### src/rtl/vend_pkg.sv
// Shared constants, state encoding and product-code check for the vending price table.
package vend_pkg;

  localparam int NUM_PRODUCTS = 10;
  localparam int PRICE_W      = 8;
  localparam int IDX_W        = 4;
  localparam int TIMEOUT      = 16;
  localparam int TMO_W        = 5;

  localparam logic [PRICE_W-1:0] MAX_PRICE     = 8'd200;
  localparam logic [PRICE_W-1:0] DEFAULT_PRICE = 8'd0;
  localparam logic [3:0]         PROD_MIN      = 4'd1;
  localparam logic [3:0]         PROD_MAX      = 4'd10;

  typedef enum logic [1:0] {
    S_PROD  = 2'd0,
    S_PRICE = 2'd1,
    S_CLEAR = 2'd2
  } load_state_e;

  function automatic logic is_legal_product(input logic [7:0] b);
    return (b[7:4] == 4'd0) && (b[3:0] >= PROD_MIN) && (b[3:0] <= PROD_MAX);
  endfunction

endpackage

### src/rtl/price_entry_file.sv
// Register file of product prices with one write port and a packed read-out bus.
module price_entry_file
  import vend_pkg::*;
(
  input  logic                              clk,
  input  logic                              rst,
  input  logic                              we_i,
  input  logic [IDX_W-1:0]                  idx_i,
  input  logic [PRICE_W-1:0]                data_i,
  output logic [NUM_PRODUCTS*PRICE_W-1:0]   price_of_all_o
);

  logic [PRICE_W-1:0] entry_q [NUM_PRODUCTS];

  // Entry storage: reset to the default price, otherwise only the addressed entry moves.
  always_ff @(posedge clk) begin
    for (int i = 0; i < NUM_PRODUCTS; i++) begin
      if (rst) begin
        entry_q[i] <= DEFAULT_PRICE;
      end else if (we_i && (idx_i == IDX_W'(i))) begin
        entry_q[i] <= data_i;
      end
    end
  end

  for (genvar g = 0; g < NUM_PRODUCTS; g++) begin : g_pack
    assign price_of_all_o[g*PRICE_W +: PRICE_W] = entry_q[g];
  end

endmodule

### src/rtl/price_table_loader.sv
// Operator byte-stream front end: validates product/price pairs, runs the timed
// price wait and the one-entry-per-cycle clear walk, and owns the price register file.
module price_table_loader
  import vend_pkg::*;
(
  input  logic                              clk,
  input  logic                              rst,
  input  logic                              in_valid,
  input  logic [7:0]                        in_data,
  output logic                              in_ready,
  input  logic                              clear_all,
  input  logic                              lock,
  output logic [NUM_PRODUCTS*PRICE_W-1:0]   price_of_all,
  output logic                              table_updated,
  output logic                              err,
  output logic                              busy
);

  load_state_e        state_q, state_d;
  logic [IDX_W-1:0]   prod_idx_q, prod_idx_d;
  logic [IDX_W-1:0]   clr_idx_q, clr_idx_d;
  logic [TMO_W-1:0]   tmo_q, tmo_d;
  logic               upd_q, upd_d;
  logic               err_q, err_d;
  logic               busy_q;
  logic               accept_s;
  logic               we_s;
  logic [IDX_W-1:0]   wr_idx_s;
  logic [PRICE_W-1:0] wr_data_s;

  assign in_ready = (state_q != S_CLEAR) && !clear_all;
  assign accept_s = in_valid && in_ready;

  // Next-state, write-port and pulse decode.
  always_comb begin
    state_d    = state_q;
    prod_idx_d = prod_idx_q;
    clr_idx_d  = clr_idx_q;
    tmo_d      = tmo_q;
    upd_d      = 1'b0;
    err_d      = 1'b0;
    we_s       = 1'b0;
    wr_idx_s   = prod_idx_q;
    wr_data_s  = in_data;
    case (state_q)
      S_PROD: begin
        if (clear_all) begin
          if (lock) begin
            err_d = 1'b1;
          end else begin
            state_d   = S_CLEAR;
            clr_idx_d = {IDX_W{1'b0}};
          end
        end else if (accept_s) begin
          if (is_legal_product(in_data)) begin
            prod_idx_d = in_data[3:0] - 4'd1;
            tmo_d      = {TMO_W{1'b0}};
            state_d    = S_PRICE;
          end else begin
            err_d = 1'b1;
          end
        end else begin
          state_d = S_PROD;
        end
      end
      S_PRICE: begin
        if (clear_all && !lock) begin
          state_d   = S_CLEAR;
          clr_idx_d = {IDX_W{1'b0}};
        end else if (accept_s) begin
          state_d = S_PROD;
          if ((in_data > MAX_PRICE) || lock) begin
            err_d = 1'b1;
          end else begin
            we_s  = 1'b1;
            upd_d = 1'b1;
          end
        end else begin
          // Idle edge; a locked clear request still counts as idle for the timeout.
          err_d = clear_all;
          if (tmo_q == TMO_W'(TIMEOUT - 1)) begin
            err_d   = 1'b1;
            state_d = S_PROD;
          end else begin
            tmo_d = tmo_q + 5'd1;
          end
        end
      end
      S_CLEAR: begin
        we_s      = 1'b1;
        wr_idx_s  = clr_idx_q;
        wr_data_s = DEFAULT_PRICE;
        if (clr_idx_q == IDX_W'(NUM_PRODUCTS - 1)) begin
          upd_d     = 1'b1;
          clr_idx_d = {IDX_W{1'b0}};
          state_d   = S_PROD;
        end else begin
          clr_idx_d = clr_idx_q + 4'd1;
        end
      end
      default: begin
        state_d = S_PROD;
      end
    endcase
  end

  // Control state, counters and registered status outputs.
  always_ff @(posedge clk) begin
    if (rst) begin
      state_q    <= S_PROD;
      prod_idx_q <= {IDX_W{1'b0}};
      clr_idx_q  <= {IDX_W{1'b0}};
      tmo_q      <= {TMO_W{1'b0}};
      upd_q      <= 1'b0;
      err_q      <= 1'b0;
      busy_q     <= 1'b0;
    end else begin
      state_q    <= state_d;
      prod_idx_q <= prod_idx_d;
      clr_idx_q  <= clr_idx_d;
      tmo_q      <= tmo_d;
      upd_q      <= upd_d;
      err_q      <= err_d;
      busy_q     <= (state_d == S_CLEAR);
    end
  end

  assign table_updated = upd_q;
  assign err           = err_q;
  assign busy          = busy_q;

  price_entry_file u_entries (
    .clk            (clk),
    .rst            (rst),
    .we_i           (we_s),
    .idx_i          (wr_idx_s),
    .data_i         (wr_data_s),
    .price_of_all_o (price_of_all)
  );

endmodule

### config.mk
export PLATFORM = sky130hd
export DESIGN_NAME = price_table_loader
export DESIGN_NICKNAME = d
export VERILOG_FILES = /design/src/rtl/vend_pkg.sv /design/src/rtl/price_entry_file.sv /design/src/rtl/price_table_loader.sv
export SDC_FILE = /design/constraint.sdc
export NUM_CORES = 1
export LEC_CHECK = 0
export ABC_AREA = 1
export BUFFER_PORTS_ARGS = -buffer_cell sky130_fd_sc_hd__buf_2
export CORE_MARGIN = 4
export CORE_UTILIZATION = 55
export DETAILED_ROUTE_END_ITERATION = 16
export MAX_ROUTING_LAYER = met4
export PLACE_DENSITY = 0.81
export SLEW_MARGIN = 20
export SYNTH_ARGS = -nofsm -noshare
export SYNTH_HDL_FRONTEND = slang
export SYNTH_HIERARCHICAL = 1
export SYNTH_SLANG_ARGS = --single-unit
### constraint.sdc
create_clock -name clk -period 5.4 [get_ports clk]
set_input_delay 0.81 -clock clk [delete_from_list [all_inputs] [get_ports clk]]
set_output_delay 0.81 -clock clk [all_outputs]
set_load 0.1 [all_outputs]
# [After elaboration in Yosys (flattened, before gate mapping)]
# Memories as Yosys holds them, arrays and structs flattened.
# Cells that the tools add are included.
[op_classes] reduce_logical=26 addsub=3 n_lt_le_gt_ge=3 n_eq_ne=24 muxes=80 bitwise=11
[op_table] op="$mux W8" count=11
[op_table] op="$mux W1" count=44
[op_table] op="$mux W5" count=6
[op_table] op="$mux W4" count=5
[op_table] op="$ne A2 B2 Y1 const B" count=10
[op_table] op="$eq A4 B3 Y1 const B" count=4
[op_table] op="$mux W2" count=8
[op_table] op="$logic_and A1 B1 Y1" count=15
[op_table] op="$eq A4 B4 Y1 const B" count=3
[op_table] op="$pmux W4 S3" count=1
[op_table] op="$or A1 B1 Y1" count=10
[op_table] op="$pmux W5 S2" count=1
[op_table] op="$eq A4 B2 Y1 const B" count=2
[op_table] op="$gt A8 B8 Y1 const B" count=1
[op_table] op="$logic_not A4 Y1" count=2
[op_table] op="$reduce_and A4 Y1" count=2
[op_table] op="$reduce_and A7 Y1" count=1
[op_table] op="$pmux W1 S2" count=3
[op_table] op="$pmux W2 S3" count=1
[op_table] op="$add A5 B1 Y5 const B" count=1
[op_table] op="$eq A5 B4 Y1 const B" count=1
[op_table] op="$add A4 B1 Y4 const B" count=1
[op_table] op="$eq A2 B2 Y1 const B" count=2
[op_table] op="$eq A4 B1 Y1 const B" count=1
[op_table] op="other kinds (10)" count=11
[word_totals] inputBits=13 output_inout_bits=84 ramBits=80 elab_cells=155 reg_bits=18 n_memories=1
[mem_list] memory="u_entries.entry_q" words=10 word_bits=8 rd=10 rd_clocked_by_memory_dff=0 write_ports=10 line="price_entry_file.sv:13" source="logic [PRICE_W-1:0] entry_q [NUM_PRODUCTS];"

# [Depth between registers and ports, before layout]
# Gate-level depths: netlist of the first run.
[depth] ltp_word=11 ltp_mapped=12 depth_no_buf=12

# [By module]
# The synthesis of the first run kept the hierarchy.
[modules_own_cells] module="price_entry_file" cells_per_inst=216 n_inst=1 area_per_inst_um2=2940.3
[modules_own_cells] module="price_table_loader" cells_per_inst=198 n_inst=1 area_per_inst_um2=1310.0

# [Least setup slack after synthesis of the first run]
# Ideal clock, no wire load.
[synth_timing] kind="input port to flip-flop" start="input port clear_all" end="memory u_entries.entry_q[8][0] (enable)" n_path_buf=0 slack_ns=1.954 arrival_time_ns=3.062 path_stages=7 setup_time_ns=0.384 required_ns=5.016 cell_sequence="nor2_4 -> nand2_4 -> nor2_1 -> nand3_1 -> a21boi_0 -> nand3_1 -> o21ai_0"
[synth_rtl] item="from (decl)" line="price_table_loader.sv:11" source="input logic clear_all,"
[synth_rtl] item="to (decl)" line="price_entry_file.sv:13"

==> results.py, run 1 <==
metrics = {
    "finish": {
        "n_fill_cell": 584,
        "finish.net_count": 541,
        "finish.cell_count_without_fillers": 621,
        "area_growth_syn_to_layout_pct": 19.31,
        "postLayoutCoreUtil_pct": 68.81,
        "drive_gt1_share_pct": 24.33,
        "antenna_cells_inserted": 0,
    },
    "setup_path": {
        "crit_top_cell": "nand3_1",
        "crit_path_end_kind": "flop",
        "critPathLaunchType": "flop",
        "ff2ff_path_depth": 9,
        "critical_path_peak_fanout": 13,
        "worst_path_largest_cell_delay_ns": 0.68,
        "critPathArrivalTime_ns": 3.38,
        "timing.critical_path.to": "u_entries/entry_q[7][0]$_SDFFCE_PN0P_",
        "critical_path.slowest_cell": "a21boi_0",
        "beginning_of_the_worst_register_to_register_path": "state_q[0]$_SDFF_PP0_",
        "timing.critical_path.required_ns": 5.39,
        "ff2ff_setup_slack_ns": 2.01,
        "crit_start": "state_q[0]$_SDFF_PP0_",
        "critPathKind": "flop to flop",
        "r2r_end": "u_entries/entry_q[7][0]$_SDFFCE_PN0P_",
        "timing.critical_path.cells": "inv_1 > ha_1 > nor2_4 > nand2_4 > nor2_1 > nand3_1 > a21boi_0 > nand3_1 > o21ai_1",
    },
    "floorplan": {
        "top_level_ports": 97,
        "rows": 31,
        "starting_utilization_of_the_core_area_pct": 57.67,
        "chipWidth_um": 95.91,
        "chip_height_um": 95.91,
        "die_area_um2": 9199,
        "floorplan.core_area_um2": 7370,
    },
    "timing": {
        "final_setup_violations": 0,
        "unrepaired_setup_endpoints_after_global_routing": "false",
        "fin_tns_setup_ns": 0,
        "relSlewSlack_pct": 44.07,
        "fin_crit_sh_pct": 62.70,
        "hold_viol_final": 0,
        "max_clock_freq_ghz": 0.2953,
        "period_needed_ns": 3.386,
        "fin_worst_hold_slack_ns": 0.4685,
        "worst_path_setup_slack_after_routing_ns": 2.014,
        "worst-slew-pin-transition_ns": 0.8315,
        "maxSlewViolCount": 0,
        "skew_ns": 0.007741,
    },
    "route": {
        "number_of_nets_with_antenna_violations_after_routing": 0,
        "routed_wirelength_um": 9288,
        "wl_per_cell_um": 14.96,
        "detail_route.iter0.violations": 243,
        "first_pass_iters": 5,
        "avgViaCountPerCell": 5.222,
        "remaining_drc_errors": 0,
        "vias": 3243,
    },
    "pwr": {
        "cellPowerDensity_nw_per_um2": 325.8,
        "ir_drop_mv": 0.1511,
        "p_leak_nw": 2.215,
    },
    "yosys": {
        "synth_seq_cells": 98,
        "netlist_area_pre_place_um2": 4250,
        "post_synth_mux_area_share_pct": 0,
        "netlist_instances": 414,
        "synth.distinct_cells": 30,
        "synthXorXnorAreaFrac_pct": 0.6182,
        "ys.warnings.count": 6,
        "synth.avg_cell_area_um2": 10.27,
        "async_reset_ff_share_pct": 0,
        "synth-compound-area-share_pct": 4.681,
        "number_of_flops_mapped_to_enable_cells_by_yosys": 80,
        "ys.flop_type": "edfxtp_1",
        "synth-simple-area-share_pct": 21.73,
        "synth_sequential_area_ratio_pct": 65.00,
        "synth_top_family_by_area": "simple AND/OR/NAND/NOR gates",
        "adder_and_majority_gate_portion_of_the_synthesized_area_pct": 3.238,
        "synth.net_count": 438,
    },
    "placed_design": {
        "port_buffers": 96,
        "finalWeightedCongestion": 0.9417,
        "place_inst": 605,
        "place_worst_setup_slack_ns": 1.606,
        "hpwlAfterDp_um": 6808,
    },
    "cts": {
        "htree_levels": 3,
        "clk_root_buffer_cell": "clkbuf_8",
        "buffers_inserted_by_post_cts_timing_repair": 0,
        "cts_tree": "yes",
        "cts.repair.resized": 0,
        "cts_max_path_buffers": 2,
        "numClockSinks": 98,
        "worst_skew_pair.late_latency_ns": 0.36,
        "cts_hold_repair.buffers": 0,
        "cts-buffers-inserted": 9,
        "cts.clk_slew.worst_paths_ns": 0.09,
    },
    "global_routing": {
        "global_route.usage.total_pct": 21.45,
        "wire_length_of_the_first_global_routing_pass_um": 14470,
        "initial_antenna_violation_count": 0,
        "grt_max_degree": 21,
        "first_global_vias": 2925,
        "globalRouteOverflowTotal": 0,
    },
    "hold_path": {
        "worstHoldPathType": "flop to flop",
    },
    "status": {
        "run_status": "finished clean",
    },
    "flow_run": {
        "cap_viol_max_count": 0,
    },
}
-- synth_stat cells, types with 5 or more instances --
cell type	instances	area (µm²)
clkinv_1	8	30.03
a21oi_1	14	70.07
nand4_1	5	31.28
nand2_1	56	210.2
nand3_1	24	120.1
o21ai_0	16	80.08
edfxtp_1	80	2402
dfxtp_1	18	360.4
ha_1	11	137.6
inv_1	37	138.9
nor2_1	114	427.9
-- logic make-up (layout without fill, tap and decap cells) --
logic type	Yosys count	after routing
and+or+nand+nor	215	215
xor gates and xnor gates	3	3
AOI/OAI and AO/OA	35	35
DFF	98	98
buffers and inverters	52	160
adders and majority gates	11	11
-- critical path, delay by kind of cell, from the launching register on --
family          cells  cell delay, ns
fa+ha+maj           1            0.38
flops               1            0.39
buf+inv             1            0.08
simple gates        5            0.83
compound gates      2            1.34
-- cell type report --
| cell class | count | area [µm²] | area share, % |
|---|---|---|---|
| sequential | 98 | 2763 | 54.48 |
| multi-input combinational | 264 | 1286 | 25.36 |
| timing repair buffer | 96 | 480.5 | 9.474 |
| inverter | 48 | 185.2 | 3.652 |
| clock buffer | 9 | 123.9 | 2.443 |
| tap | 99 | 123.9 | 2.443 |
| clock inverter | 7 | 108.9 | 2.147 |
-- metal layers --
layer | wire length (µm) | global-route usage, %
met1 | 3603 | 26.12
met2 | 4832 | 36.65
met3 | 717 | 4.066
met4 | 135 | 6.043
met5 | 0 | -
-- registers in the layout (all words and copies together) (netlist names) --
| register | count |
|---|---|
| tmo_q | 5 |
| err | 1 |
| busy | 1 |
| table_updated | 1 |
| clr_idx_q | 4 |
| u_entries/entry_q | 80 |
| state_q | 2 |
| prod_idx_q | 4 |
-- per-stage QoR --
step / instance area (µm²) / power (mW)
finish: 5071 / 1.652
global route: 5071 / 1.712
CTS: 5071 / 1.656
detailed placement: 4838 / 1.139
global placement: 4838 / 1.135
floorplan: 4250 / 1.089
-- worst min path at each step --
stage                          startpoint                    endpoint  slack, ns  depth (start not counted)
2_1_floorplan  prod_idx_q[3]$_SDFFE_PP0P_  prod_idx_q[3]$_SDFFE_PP0P_       0.42                          2
3_3_place_gp   prod_idx_q[3]$_SDFFE_PP0P_  prod_idx_q[3]$_SDFFE_PP0P_       0.44                          2
3_5_place_dp   prod_idx_q[3]$_SDFFE_PP0P_  prod_idx_q[3]$_SDFFE_PP0P_       0.45                          2
4_1_cts        prod_idx_q[3]$_SDFFE_PP0P_  prod_idx_q[3]$_SDFFE_PP0P_       0.47                          2
5_1_grt        prod_idx_q[3]$_SDFFE_PP0P_  prod_idx_q[3]$_SDFFE_PP0P_       0.50                          2
6_report       prod_idx_q[3]$_SDFFE_PP0P_  prod_idx_q[3]$_SDFFE_PP0P_       0.47                          2
-- layout by cell type, fill, tap and decap left out, types with 3 or more instances in the layout --
master      n
nor2_1    114
buf_2      96
edfxtp_1   80
nand2_1    56
inv_1      37
nand3_1    24
dfxtp_1    18
a21oi_1    14
ha_1       11
o21ai_0    10
clkbuf_8    9
clkinv_1    8
o21ai_1     7
nand4_1     5
nor2_2      3
nand2_4     3
clkinv_4    3
nor3_1      3
-- power breakdown --
| part | total (mW) | internal [mW] | switching [mW] | leakage, nW |
|---|---|---|---|---|
| Sequential | 0.844 | 0.837 | 0.00771 | 0.972 |
| Clock | 0.531 | 0.271 | 0.260 | 0.118 |
| Combinational | 0.277 | 0.0336 | 0.244 | 1.13 |
Note: power is estimated with default switching activity, not from simulation.
==> run 2, diff against run 1 <==
--- a/config.mk
+++ b/config.mk
@@ -8,10 +8,10 @@
 export ABC_AREA = 1
 export BUFFER_PORTS_ARGS = -buffer_cell sky130_fd_sc_hd__buf_2
 export CORE_MARGIN = 4
-export CORE_UTILIZATION = 55
+export CORE_UTILIZATION = 54
 export DETAILED_ROUTE_END_ITERATION = 16
 export MAX_ROUTING_LAYER = met4
-export PLACE_DENSITY = 0.81
+export PLACE_DENSITY = 0.8
 export SLEW_MARGIN = 20
 export SYNTH_ARGS = -nofsm -noshare
 export SYNTH_HDL_FRONTEND = slang
==> constraint.sdc (replaced) <==
create_clock -name clk -period 3.3 [get_ports clk]
set_input_delay 0.495 -clock clk [delete_from_list [all_inputs] [get_ports clk]]
set_output_delay 0.495 -clock clk [all_outputs]
set_load 0.1 [all_outputs]
==> results.py, run 2 (synthesis results as in run 1) <==
metrics = {
    "pwr": {
        "power.switching_fraction_pct": 32.62,
        "cellPowerDensity_nw_per_um2": 501.6,
        "p_leak_nw": 2.228,
        "p_comb_share_pct": 17.9,
        "ir_drop_mv": 0.2831,
        "sequential_fraction_of_design_power_pct": 54.2,
        "total_power_mw": 2.548,
        "clockPowerShare_pct": 27.9,
        "net-switching-power_mw": 0.8312,
        "p_int_mw": 1.717,
    },
    "route": {
        "wl_per_cell_um": 13.70,
        "avgViaCountPerCell": 4.984,
        "routed_wirelength_um": 8643,
        "detail_route.iter0.violations": 147,
        "number_of_nets_with_antenna_violations_after_routing": 0,
        "remaining_drc_errors": 0,
        "vias": 3145,
        "first_pass_iters": 4,
    },
    "cts": {
        "buffers_inserted_by_post_cts_timing_repair": 0,
        "clk_root_buffer_cell": "clkbuf_8",
        "numClockSinks": 98,
        "cts.clk_slew.worst_paths_ns": 0.09,
        "cts-buffers-inserted": 9,
        "cts_max_path_buffers": 2,
        "cts_hold_repair.buffers": 0,
        "worst_skew_pair.late_latency_ns": 0.35,
        "htree_levels": 3,
        "cts.repair.resized": 0,
        "cts_tree": "yes",
    },
    "setup_path": {
        "timing.critical_path.cells": "inv_1 > ha_1 > nor2_4 > nand2_4 > nor2_1 > nand3_1 > a21boi_0 > inv_1 > nor3_1 > nand2_1 > nand2_1",
        "ff2ff_path_depth": 11,
        "crit_start": "state_q[0]$_SDFF_PP0_",
        "timing.critical_path.required_ns": 3.33,
        "beginning_of_the_worst_register_to_register_path": "state_q[0]$_SDFF_PP0_",
        "worst_path_largest_cell_delay_ns": 0.38,
        "crit_path_end_kind": "flop",
        "critical_path_buf_inv_count": 2,
        "cp_num_cells": 11,
        "critPathKind": "flop to flop",
        "critical_path.top_delay_family": "simple AND/OR/NAND/NOR gates",
        "critPathArrivalTime_ns": 2.79,
        "critical_path.slowest_cell": "dfxtp_1",
        "critical_path_peak_fanout": 13,
        "critPathLaunchType": "flop",
    },
    "placed_design": {
        "place_inst": 615,
        "place_worst_setup_slack_ns": 0.5388,
        "hpwlAfterDp_um": 6448,
        "port_buffers": 96,
        "place_area_um2": 4895,
        "finalWeightedCongestion": 0.9673,
    },
    "floorplan": {
        "starting_utilization_of_the_core_area_pct": 55.29,
        "floorplan.core_area_um2": 7687,
        "rows": 32,
        "die_area_um2": 9355,
        "chipWidth_um": 96.72,
        "top_level_ports": 97,
        "chip_height_um": 96.72,
    },
    "status": {
        "run_status": "finished clean",
    },
    "finish": {
        "top_register": "u_entries/entry_q",
        "area_growth_syn_to_layout_pct": 19.52,
        "postLayoutCoreUtil_pct": 66.08,
        "drive_gt1_share_pct": 25.14,
        "largest_registers": "u_entries/entry_q (80), tmo_q (5)",
        "finish.cell_count_without_fillers": 631,
        "final_cell_area_um2": 5080,
        "layout.cells.most_common": "nor2_1",
        "mostFrequentLayoutCells": "114 x nor2_1, 96 x buf_2, 80 x edfxtp_1",
        "antenna_cells_inserted": 0,
        "number_of_flip_flops_under_the_largest_register_name": 80,
        "finish.net_count": 548,
    },
    "timing": {
        "skew_ns": 0.007343,
        "relSlewSlack_pct": 66.82,
        "fin_crit_sh_pct": 83.68,
        "unrepaired_setup_endpoints_after_global_routing": "false",
        "hold_viol_final": 0,
        "max_clock_freq_ghz": 0.3621,
        "worst-slew-pin-transition_ns": 0.5012,
        "worst_path_setup_slack_after_routing_ns": 0.5387,
        "final_setup_violations": 0,
        "maxSlewViolCount": 0,
        "fin_tns_setup_ns": 0,
        "fin_worst_hold_slack_ns": 0.4583,
        "period_needed_ns": 2.761,
    },
    "flow_run": {
        "cap_viol_max_count": 0,
    },
    "hold_path": {
        "hold-path-cell-count": 2,
        "worstHoldPathType": "flop to flop",
        "worstHoldStart": "prod_idx_q[3]$_SDFFE_PP0P_",
    },
    "global_routing": {
        "wire_length_of_the_first_global_routing_pass_um": 14680,
        "initial_antenna_violation_count": 0,
        "global_route.usage.total_pct": 19.94,
        "first_global_vias": 3041,
        "globalRouteOverflowTotal": 0,
        "grt_max_degree": 21,
    },
}
## run 2: cell count changes in the layout (fill, tap and decap cells not counted)
cell,before,now
buf_4,0,7
o21ai_0,10,16
o21ai_1,7,1
bufinv_16,2,0
clkinv_1,8,9
clkinv_4,3,4
## run 2: worst register-to-register path, delay by kind of cell (launching register included)
| family | cells | cell delay, ns |
|---|---|---|
| flip-flops | 1 | 0.38 |
| AND/OR/NAND/NOR | 7 | 1.26 |
| buffers and inverters | 2 | 0.17 |
| adder cells (fa/ha/maj) | 1 | 0.36 |
| AO/OA/AOI/OAI | 1 | 0.27 |
## run 2: final cells by class
| type | count | area, µm² |
|---|---|---|
| clock buffers | 9 | 123.9 |
| clock inverters | 7 | 61.31 |
| flip-flops and latches | 98 | 2763 |
| repair buffers | 103 | 533.0 |
| inverters | 48 | 185.2 |
| multi-input cells | 264 | 1286 |
| fillers | 649 | 2608 |
| well taps | 102 | 127.6 |
## run 2: routing by layer
| layer | up-vias | track usage [%] | part of all wire [%] |
|---|---|---|---|
| met2 | 118 | 33.07 | 50 |
| met3 | 4 | 5.479 | 8.5 |
| met1 | 1435 | 24.79 | 41 |
| met4 | 0 | 3.996 | 0.21 |
| li1 | 1588 | - | - |
| met5 | - | - | 0 |
## run 2: path summary, 6_finish.rpt
check,end,slack [ns]
setup / recovery,u_entries/entry_q[3][6]$_SDFFCE_PN0P_,0.54
hold / removal,prod_idx_q[3]$_SDFFE_PP0P_,0.46
setup reg to reg,u_entries/entry_q[3][6]$_SDFFCE_PN0P_,0.54
hold reg to reg,prod_idx_q[3]$_SDFFE_PP0P_,0.46
## run 2: power groups by stage
stage	logic (mW)	registers, mW	clock network, mW
after CTS	0.459	1.38	0.728
after floorplan	0.101	1.68	0
after global placement	0.456	1.41	0
after global routing	0.479	1.38	0.800
after detailed placement	0.459	1.41	0
final	0.456	1.38	0.712
==> run 3, diff against run 2 <==
--- a/config.mk
+++ b/config.mk
@@ -5,13 +5,13 @@
 export SDC_FILE = /design/constraint.sdc
 export NUM_CORES = 1
 export LEC_CHECK = 0
-export ABC_AREA = 1
+export ABC_AREA = 0
 export BUFFER_PORTS_ARGS = -buffer_cell sky130_fd_sc_hd__buf_2
 export CORE_MARGIN = 4
-export CORE_UTILIZATION = 54
+export CORE_UTILIZATION = 49
 export DETAILED_ROUTE_END_ITERATION = 16
 export MAX_ROUTING_LAYER = met4
-export PLACE_DENSITY = 0.8
+export PLACE_DENSITY = 0.76
 export SLEW_MARGIN = 20
 export SYNTH_ARGS = -nofsm -noshare
 export SYNTH_HDL_FRONTEND = slang
==> constraint.sdc (replaced) <==
create_clock -name clk -period 2.35 [get_ports clk]
set_input_delay 0.3525 -clock clk [delete_from_list [all_inputs] [get_ports clk]]
set_output_delay 0.3525 -clock clk [all_outputs]
set_load 0.1 [all_outputs]
==> results.py, run 3 <==
metrics = {
    "finish": {
        "layout.cells.most_common": "buf_2",
        "top_register": "u_entries/entry_q",
        "largest_registers": "u_entries/entry_q (80), tmo_q (5)",
        "area_growth_syn_to_layout_pct": 23.49,
        "number_of_flip_flops_under_the_largest_register_name": 80,
        "finish.cell_count_without_fillers": 596,
        "antenna_cells_inserted": 0,
        "mostFrequentLayoutCells": "96 x buf_2, 80 x edfxtp_1, 48 x and3_1",
        "drive_gt1_share_pct": 38.32,
        "finish.net_count": 509,
        "final_cell_area_um2": 5539,
    },
    "yosys": {
        "synth_area_leader_cell": "edfxtp_1",
        "synth.net_count": 383,
        "synthTopCellsByArea": "edfxtp_1 54%, dfxtp_1 8.0%, and3_1 6.7%",
        "synth_top_cell_area_share_pct": 53.56,
        "ys.warnings.count": 6,
        "ys.flop_type": "edfxtp_1",
        "synth.avg_cell_area_um2": 12.49,
        "synth_seq_cells": 98,
        "netlist_area_pre_place_um2": 4486,
        "netlist_instances": 359,
        "synth.distinct_cells": 55,
        "synth.most_common_cell": "edfxtp_1",
        "async_reset_ff_share_pct": 0,
        "synth_sequential_area_ratio_pct": 61.59,
        "number_of_flops_mapped_to_enable_cells_by_yosys": 80,
        "netlist_top_cells_count": "80 x edfxtp_1, 48 x and3_1, 33 x nor3_1, 18 x dfxtp_1, 17 x nor2_1",
    },
    "setup_path": {
        "ff2ff_path_depth": 10,
        "ff2ff_setup_slack_ns": 0.08,
        "timing.critical_path.required_ns": 2.41,
        "critPathArrivalTime_ns": 2.33,
        "critical_path_peak_fanout": 8,
        "beginning_of_the_worst_register_to_register_path": "state_q[0]$_SDFF_PP0_",
        "crit_path_end_kind": "flop",
        "r2r_end": "u_entries/entry_q[5][7]$_SDFFCE_PN0P_",
        "critPathKind": "flop to flop",
        "critPathLaunchType": "flop",
    },
    "hold_path": {
        "worstHoldStart": "lock",
        "worstHoldPathType": "input pin to flop",
        "hold-path-cell-count": 3,
        "hold_path_end": "err$_SDFF_PP0_",
    },
    "timing": {
        "final_setup_violations": 0,
        "unrepaired_setup_endpoints_after_global_routing": "true",
        "relSlewSlack_pct": 59.06,
        "hold_viol_final": 0,
        "worst-slew-pin-transition_ns": 0.6128,
        "max_clock_freq_ghz": 0.4409,
        "skew_ns": 0.006911,
        "fin_crit_sh_pct": 96.52,
        "period_needed_ns": 2.268,
        "maxSlewViolCount": 0,
        "worst_path_setup_slack_after_routing_ns": 0.08178,
        "fin_tns_setup_ns": 0,
    },
    "cts": {
        "htree_levels": 3,
        "clk_root_buffer_cell": "clkbuf_8",
        "numClockSinks": 98,
        "cts-buffers-inserted": 9,
        "cts_max_path_buffers": 2,
        "worst_skew_pair.late_latency_ns": 0.35,
        "cts_tree": "yes",
        "cts.clk_slew.worst_paths_ns": 0.09,
    },
    "placed_design": {
        "place_area_um2": 5314,
        "hpwlAfterDp_um": 7384,
        "place_worst_setup_slack_ns": -0.07149,
        "port_buffers": 96,
        "finalWeightedCongestion": 0.8906,
        "place_inst": 581,
    },
    "route": {
        "first_pass_iters": 5,
        "wl_per_cell_um": 16.84,
        "avgViaCountPerCell": 5.381,
        "detail_route.iter0.violations": 237,
        "remaining_drc_errors": 0,
        "number_of_nets_with_antenna_violations_after_routing": 0,
        "routed_wirelength_um": 10040,
        "vias": 3207,
    },
    "flow_run": {
        "cap_viol_max_count": 0,
    },
    "pwr": {
        "cellPowerDensity_nw_per_um2": 654.3,
        "ir_drop_mv": 0.4119,
        "p_leak_nw": 2.460,
    },
    "floorplan": {
        "top_level_ports": 97,
        "starting_utilization_of_the_core_area_pct": 50.94,
        "chip_height_um": 103.7,
        "floorplan.core_area_um2": 8806,
        "rows": 34,
        "die_area_um2": 10750,
        "chipWidth_um": 103.7,
    },
    "global_routing": {
        "initial_antenna_violation_count": 0,
        "global_route.usage.total_pct": 19.15,
        "grt_max_degree": 33,
        "first_global_vias": 3179,
        "globalRouteOverflowTotal": 0,
        "wire_length_of_the_first_global_routing_pass_um": 16100,
    },
    "status": {
        "run_status": "finished clean",
    },
}
[run 3: cell types whose count changed in the layout (fill, tap and decap cells not counted), sizes merged, moves of 11 or more]
cell,before,now
nor2,118,18
and3,0,50
nand2,60,14
nor3,3,37
buf,103,136
inv,42,16
nand3,24,4
clkinv,13,2
nor2b,0,11
o21ai,18,7
[run 3: critical path, stage by stage (launching register included)]
cell and delay, ns:
dfxtp_2 0.34, inv_2 0.05, ha_4 0.16, nor3b_4 0.19, nor4bb_4 0.30, a21oi_2 0.10, nor2b_2 0.17, buf_6 0.13
nand3b_1 0.17, o21bai_1 0.19, buf_4 0.19
[run 3: stage by stage]
step	hold slack, ns	utilization (%)	total power [mW]
2_1_floorplan	0.4460	-	2.481
3_3_place_gp	0.4548	60.34	2.619
3_5_place_dp	0.4575	60.34	2.627
4_1_cts	0.3323	62.57	3.641
5_1_grt	0.3842	62.90	3.736
6_report	0.3567	62.90	3.624
[run 3: worst max path at each step]
stage	startpoint	end	cells past startpoint
2_1_floorplan	state_q[0]$_SDFF_PP0_	u_entries/entry_q[6][0]$_SDFFCE_PN0P_	8
5_1_grt	state_q[0]$_SDFF_PP0_	u_entries/entry_q[6][7]$_SDFFCE_PN0P_	10
6_report	state_q[0]$_SDFF_PP0_	u_entries/entry_q[5][7]$_SDFFCE_PN0P_	10
3_3_place_gp	in_data[1]	u_entries/entry_q[2][4]$_SDFFCE_PN0P_	9
4_1_cts	state_q[0]$_SDFF_PP0_	u_entries/entry_q[5][0]$_SDFFCE_PN0P_	10
3_5_place_dp	in_data[1]	u_entries/entry_q[2][2]$_SDFFCE_PN0P_	9
[run 3: timing repair]
| action | CTS | global route |
|---|---|---|
| setup buffers | 0 | 1 |
| pin swaps | 0 | 4 |
| hold buffers | 0 | 0 |
| cloned | 0 | 0 |
| endpoints found under the setup margin | 64 | 118 |
| gates resized for setup | 5 | 6 |
[run 3: layer usage]
layer  wire (µm)  global-route usage [%]  vias up  part of all wire (%)
li1            -                       -     1567                     -
met1        4251                   23.78     1528                    42
met2        5078                   32.06       99                    51
met3         576                   3.109       13                   5.7
met4         132                   6.648        0                   1.3
met5           0                       -        -                     0
[run 3: power breakdown]
group	internal, mW	switching (mW)	leakage (nW)
clock network	0.485	0.547	0.0884
registers	1.92	0.0162	0.972
logic	0.114	0.543	1.40
[run 3: kinds of logic (layout without fill, tap and decap cells)]
family          Yosys count  count (layout)  share of synthesized area, %
flops                    98              98                         61.59
simple gates            165             165                         23.35
buf+inv                  37             166                         4.156
fa+ha+maj                11              11                         3.068
compound gates           40              40                         5.997
xor+xnor                  2               2                        0.3906
mux                       6               6                         1.450
[run 3: layout make-up]
cell class	instances	area [µm²]
Tap cell	108	135.1
Timing Repair Buffer	136	809.5
Fill cell	684	3267
Clock inverter	4	55.05
Inverter	16	60.06
Clock buffer	10	127.6
Multi-Input combinational cell	224	1588
Sequential cell	98	2764
